### config.mk
export PLATFORM = sky130hd
export DESIGN_NAME = fifo_frame_packer
export DESIGN_NICKNAME = d
export VERILOG_FILES = /design/src/rtl/fifo_frame_packer_pkg.sv /design/src/rtl/fifo_frame_packer.sv
export SDC_FILE = /design/constraint.sdc
export NUM_CORES = 1
export LEC_CHECK = 0
export CORE_UTILIZATION = 48
export DETAILED_ROUTE_END_ITERATION = 10
export PLACE_DENSITY_LB_ADDON = 0.3
export RECOVER_POWER = 25
export SLEW_MARGIN = 25
export SYNTH_ARGS = -nofsm -noshare
export SYNTH_HDL_FRONTEND = slang
export SYNTH_SLANG_ARGS = --single-unit
### constraint.sdc
create_clock -name clk -period 4.19 [get_ports clk]
set_input_delay 0.6285 -clock clk [delete_from_list [all_inputs] [get_ports clk]]
set_output_delay 0.6285 -clock clk [all_outputs]
set_load 0.02 [all_outputs]
### src/rtl/fifo_frame_packer_pkg.sv
// Shared types and constants for the sample-FIFO-to-UART frame packer.
package fifo_frame_packer_pkg;

    localparam int         WORD_W            = 24;
    localparam logic [7:0] SYNC_BYTE_DEFAULT = 8'hA5;

    typedef enum logic [3:0] {
        ST_IDLE,
        ST_SYNC,
        ST_SEQ,
        ST_LEN,
        ST_FETCH,
        ST_WAIT,
        ST_B2,
        ST_B1,
        ST_B0,
        ST_CSUM
    } state_t;

    // Total bytes on the wire for a frame of n words: sync, seq, len, payload, csum.
    function automatic int frame_len(input int n);
        return 4 + 3 * n;
    endfunction

endpackage

### src/rtl/fifo_frame_packer.sv
// Drains 24-bit ADC words from the sample FIFO and emits framed bytes
// (sync, seq, len, payload MSB-first, checksum) on a valid/ready byte stream.
module fifo_frame_packer
    import fifo_frame_packer_pkg::*;
#(
    parameter int         WORDS_PER_FRAME = 4,
    parameter logic [7:0] SYNC_BYTE       = SYNC_BYTE_DEFAULT
) (
    input  logic              clk,
    input  logic              rst,
    input  logic              fifo_empty,
    input  logic [WORD_W-1:0] fifo_data,
    output logic              fifo_rd_en,
    output logic [7:0]        tx_data,
    output logic              tx_valid,
    input  logic              tx_ready,
    output logic              busy,
    output logic [7:0]        frame_seq
);

    localparam int         LEN_INT  = frame_len(WORDS_PER_FRAME) - 4;
    localparam logic [7:0] LEN_BYTE = LEN_INT[7:0];
    localparam logic [6:0] WPF      = WORDS_PER_FRAME[6:0];

    state_t              state_q, state_d;
    logic [7:0]          tx_data_q, tx_data_d;
    logic                tx_valid_q, tx_valid_d;
    logic [WORD_W-1:0]   word_q, word_d;
    logic [6:0]          word_cnt_q, word_cnt_d;
    logic [7:0]          csum_q, csum_d;
    logic [7:0]          seq_q, seq_d;
    logic                accept;
    logic [7:0]          csum_sum;

    assign accept   = tx_valid_q && tx_ready;
    assign csum_sum = csum_q + tx_data_q;

    always_ff @(posedge clk) begin
        if (rst) begin
            state_q    <= ST_IDLE;
            tx_data_q  <= 8'h00;
            tx_valid_q <= 1'b0;
            word_q     <= '0;
            word_cnt_q <= '0;
            csum_q     <= 8'h00;
            seq_q      <= 8'h00;
        end else begin
            state_q    <= state_d;
            tx_data_q  <= tx_data_d;
            tx_valid_q <= tx_valid_d;
            word_q     <= word_d;
            word_cnt_q <= word_cnt_d;
            csum_q     <= csum_d;
            seq_q      <= seq_d;
        end
    end

    // Each state loads the byte for the following state, so tx_data/tx_valid stay registered.
    always_comb begin
        state_d    = state_q;
        tx_data_d  = tx_data_q;
        tx_valid_d = tx_valid_q;
        word_d     = word_q;
        word_cnt_d = word_cnt_q;
        csum_d     = csum_q;
        seq_d      = seq_q;
        fifo_rd_en = 1'b0;
        case (state_q)
            ST_IDLE: begin
                if (!fifo_empty) begin
                    state_d    = ST_SYNC;
                    tx_valid_d = 1'b1;
                    tx_data_d  = SYNC_BYTE;
                end
            end
            ST_SYNC: begin
                if (accept) begin
                    state_d   = ST_SEQ;
                    tx_data_d = seq_q;
                end
            end
            ST_SEQ: begin
                if (accept) begin
                    state_d   = ST_LEN;
                    tx_data_d = LEN_BYTE;
                    csum_d    = csum_sum;
                end
            end
            ST_LEN: begin
                if (accept) begin
                    state_d    = ST_FETCH;
                    tx_valid_d = 1'b0;
                    csum_d     = csum_sum;
                end
            end
            ST_FETCH: begin
                if (!fifo_empty) begin
                    fifo_rd_en = 1'b1;
                    state_d    = ST_WAIT;
                end
            end
            ST_WAIT: begin
                word_d     = fifo_data;
                tx_data_d  = fifo_data[23:16];
                tx_valid_d = 1'b1;
                state_d    = ST_B2;
            end
            ST_B2: begin
                if (accept) begin
                    state_d   = ST_B1;
                    tx_data_d = word_q[15:8];
                    csum_d    = csum_sum;
                end
            end
            ST_B1: begin
                if (accept) begin
                    state_d   = ST_B0;
                    tx_data_d = word_q[7:0];
                    csum_d    = csum_sum;
                end
            end
            ST_B0: begin
                if (accept) begin
                    csum_d     = csum_sum;
                    word_cnt_d = word_cnt_q + 7'd1;
                    if (word_cnt_q + 7'd1 == WPF) begin
                        // Checksum byte must include the B0 byte being accepted now.
                        state_d   = ST_CSUM;
                        tx_data_d = csum_sum;
                    end else begin
                        state_d    = ST_FETCH;
                        tx_valid_d = 1'b0;
                    end
                end
            end
            ST_CSUM: begin
                if (accept) begin
                    state_d    = ST_IDLE;
                    tx_valid_d = 1'b0;
                    seq_d      = seq_q + 8'd1;
                    word_cnt_d = '0;
                    csum_d     = 8'h00;
                end
            end
            default: begin
                state_d    = ST_IDLE;
                tx_valid_d = 1'b0;
            end
        endcase
    end

    assign tx_data   = tx_data_q;
    assign tx_valid  = tx_valid_q;
    assign busy      = (state_q != ST_IDLE);
    assign frame_seq = seq_q;

endmodule

Word-level counts from Yosys, hierarchy flattened --
Cells that the tools add are included. Widths: inputs -> output; s select.
Operators by class: add/sub/neg operators 3, eq/ne operators 23, mux-type cells 32, bitwise logic cells 1, reductions and logical operators 15
Operators with widths (number):
- $mux 8 | 9
- $pmux 8 s7 | 1
- $mux 4 | 10
- $pmux 4 s10 | 1
- $ne 2x2->1 const B | 11
- $eq 4x3->1 const B | 4
- $pmux 8 s2 | 1
- $mux 7 | 2
- $pmux 7 s2 | 1
- $reduce_or 5->1 | 2
- $reduce_and 9->1 | 1
- $add 8x1->8 const B | 1
- $add 8x8->8 | 1
- $eq 4x2->1 const B | 2
- $eq 4x4->1 const B | 2
- $reduce_and 8->1 | 1
- $add 7x1->7 const B | 1
- $eq 7x3->1 const B | 1
- $reduce_bool 7->1 | 1
- $mux 1 | 6
- $reduce_and 3->1 | 2
- $pmux 1 s5 | 1
- $reduce_and 5->1 | 1
- $eq 4x1->1 const B | 1
- other kinds (8) | 10
Word-level totals: flip-flop bits (word level) 52, input port bits 28

Longest topological paths before layout --
depth after elaboration 5, gate-level depth with buffers 9

Least setup slack after synthesis --
No wires, ideal clock.
path type register to output, start register state_q[1], end output fifo_rd_en, arrival 1.572 ns, required time 3.562 ns, setup slack 1.990 ns, cell stages (with the launch flop) 5, path buffers 3, cells stage by stage dfxtp_1 -> buf_4 -> buf_2 -> buf_2 -> nor4_1
Between the ends: word-level cells in the longest chain between the ends 2
RTL lines:
- start, declared | RTL line fifo_frame_packer.sv:25 | state_t state_q, state_d;
- start signal, assigned | RTL line fifo_frame_packer.sv:48 | state_q <= state_d;
- $eq 4x3->1 | RTL line fifo_frame_packer.sv:68 | case (state_q)
- $mux 1 | RTL line fifo_frame_packer.sv:68
- end, declared | RTL line fifo_frame_packer.sv:13 | output logic fifo_rd_en,
No other way between the ends.

Final worst setup path --
start register state_q[2], end output fifo_rd_en
The elaborated chain is that of the path after synthesis.

==> flow_summary.toml <==
[placed_design]
place_hpwl_mm = 5.25
gp_congestion = 0.900
numPortBuffers = 46

[cts]
ctsHtreeMaxLevel = 2
post_cts_resized = 0
cts_sinks = 52
cts_buffers = 5
clock_path_buffers = 2
cts_setup_buffers = 0
root_buffer = "clkbuf_8"
postCtsHoldBufs = 0
cts_tree = "yes"
path_clk_slew_ns = 0.10
worstSkewPairLatency_ns = 0.31

[synth]
yosys.area_share.simple = 0.235
synth_fa_ha_area_frac = 0.0473
syn_inst = 382
synth_async_sr_flop_share = 0
yosys.area.top_type = "dfxtp_1"
ys_seq_area_frac = 0.339
synth_flop_cell = "dfxtp_1"
syn-mean-instance-area_sq_um = 8.03
synth_area_leaders = "dfxtp_1 34%, a21oi_1 7.7%, nand2_1 6.0%"
ys_ff_latch = 52
synth-compound-area-share = 0.248
ys_warn_count = 0
synth_top_area_share = 0.339
synth_edf_count = 0
synth_xor_area_frac = 0.0371
ys_types = 64
syn_area_sq_um = 3070
syn-num-nets = 421
synth.mux.area_fraction = 0.0440
synth_top_family_by_area = "compound AO/OA/AOI/OAI gates"

[setup_path]
reg2reg_from = "state_q[0]"
cp_max_fo = 20
reg2reg_to = "tx_data[5]"
reg2reg_depth = 6
crit_chain = "nand2_1 > nor4_1 > clkdlybuf4s50_1"
cp-start-kind = "flop"
cp_slowest_cell = "dfxtp_1"
cp-end-kind = "output pin"
r2r_slack_ns = 1.47
cp.arrival_ns = 2.38
critical_path_class = "flop to output pin"
max_stage_delay_ns = 0.80
required_ns = 3.56

[pwr]
p_int_mw = 0.952
pwr-share-clk = 0.260
combinationalPowerShare = 0.331
power_density_nw_per_um2 = 404
swShare = 0.352
p_leak_nw = 1.35
seq_power_share = 0.410
peakVddDrop_mv = 0.200
finalPower_mw = 1.47
p_switching_mw = 0.516

[die]
io_pins = 47
row_count = 28
initial_utilization = 0.509
die-area_sq_um = 6710
core_sq_um = 6030
chipHeight_um = 81.9
dieWidth_um = 81.9

[final_layout]
n_antenna_cell = 0
num-nets-final = 452
drive_gt1_frac = 0.0725
syn2layout_area_growth_pct = 18.4

[sta]
finalCritPeriodShare = 0.718
slew_headroom = 0.348
worst_pin_slew_ns = 0.979
finalHoldViolCount = 0
setup_viol_count_final = 0
drv_slew = 0
fmax_mhz = 333
rsz0062_at_grt = "false"
fin_skew_ns = 0.00943
timing.setup.tns_ns = 0
finalCriticalPeriod_ns = 3.01

[route]
detail-route-antenna-nets = 0
viasPerCell = 5.85
wire_per_inst_um = 15.0
drtPass1Iterations = 5
vias = 2863
drtIter0Drc = 198
wl_mm = 7.32
drc = 0

[job]
drv_cap = 0

[global_routing]
grt_pass1_wl_mm = 12.3
grt_pass1_vias = 2645
overflow = 0
antenna_found_initial = 0
grt_use_total = 0.237
grt_max_degree = 53

[hold_path]
whs_path_depth = 2
min_from = "word_q[1]"
min_path_type = "flop to flop"
hold_end = "word_q[1]"

[outcome]
outcome = "completed"
## metal layers
layer  GRT usage  wire length (um)  part of all wire  vias to the layer above
li1            -                 -                 -                     1439
met3      0.0467               333             0.045                       17
met2       0.386              3540              0.48                       89
met1       0.311              3330              0.45                     1318
met4      0.0772               125             0.017                        0
met5           0                 0                 0                        -
## critical path, delay by kind of cell (launching register included)
kind / cells / cell delay, ns
DFF: 1 / 0.80
and+or+nand+nor: 2 / 0.61
buffers and inverters: 1 / 0.66
## area by class of cell
cell class / instances / area (sq um)
repair buffers: 47 / 463
clock buffers: 7 / 96.3
flip-flops and latches: 52 / 1040
well taps: 75 / 93.8
inverters: 9 / 33.8
clock inverters: 1 / 30.0
multi-input cells: 298 / 1870
fillers: 563 / 2390
## logic make-up (layout without fill, tap and decap cells)
kind of cell | after synthesis | in the layout
xor+xnor | 13 | 13
simple gates | 146 | 146
buf+inv | 32 | 64
compound gates | 115 | 115
fa+ha+maj | 11 | 11
mux | 13 | 13
flops | 52 | 52
## state kept, by name, indices dropped and copies added (netlist names)
signal / cells
tx_valid: 1
frame_seq: 8
tx_data: 8
word_cnt_q: 7
csum_q: 8
word_q: 16
state_q: 4
## layout by cell type (no fill, tap or decap), types with 7 or more instances in the layout
cell,instances
nand3_1,9
inv_1,8
dlygate4sd3_1,13
nand2_1,49
mux2i_1,9
ha_1,10
a21oi_1,47
dfxtp_1,52
clkdlybuf4s50_1,32
nor2_1,43
nor3_1,12
xnor2_1,9
a22oi_1,8
clkbuf_8,7
o21ai_0,14
## how the worst max path moves through the flow
stage,slack [ns],endpoint,from
after global routing,1.02,fifo_rd_en,state_q[2]
after floorplan,1.99,fifo_rd_en,state_q[1]
after global placement,1.49,fifo_rd_en,fifo_empty
final,1.18,fifo_rd_en,state_q[2]
after CTS,1.19,fifo_rd_en,state_q[2]
after detailed placement,1.51,tx_data[5],state_q[0]
## power groups by stage
stage / sequential, mW / clock, mW / combinational (mW)
3_5_place_dp: 0.612 / 0 / 0.491
4_1_cts: 0.601 / 0.384 / 0.493
3_3_place_gp: 0.611 / 0 / 0.483
6_report: 0.601 / 0.381 / 0.486
5_1_grt: 0.609 / 0.403 / 0.534
2_1_floorplan: 0.596 / 0 / 0.368
## cell usage after synthesis, types with 2 or more instances
library cell and count:
nand4_1 3, a211oi_1 5, o22ai_1 4, o21bai_1 3, a221oi_1 4, and3_1 4, buf_1 3, o21ai_0 14
a21oi_1 47, or3_1 3, nor3_1 12, nor4b_4 2, a21o_1 3, clkbuf_1 13, mux2i_1 9, inv_1 8
ha_1 10, buf_6 3, nor2b_1 4, a31oi_1 2, xor2_1 4, mux2_2 3, nand3_1 9, nor2_1 43
a31o_1 4, a22oi_1 8, nand2_1 49, buf_2 3, nor4_1 5, dfxtp_1 52, o31ai_2 2, a2bb2oi_1 2
xnor2_1 9, o21a_1 3
## metrics by stage
| stage | std cells | util | setup WS, ns | hold WS [ns] | instance area [sq um] |
|---|---|---|---|---|---|
| 2_1_floorplan | 382 | - | 1.99 | 0.432 | 3070 |
| 3_3_place_gp | 481 | 0.582 | 1.49 | 0.444 | 3510 |
| 3_5_place_dp | 481 | 0.582 | 1.51 | 0.447 | 3510 |
| 4_1_cts | 489 | 0.603 | 1.19 | 0.459 | 3630 |
| 5_1_grt | 489 | 0.603 | 1.02 | 0.473 | 3630 |
| 6_report | 489 | 0.603 | 1.18 | 0.458 | 3630 |
Note: power is estimated with default switching activity, not from simulation.
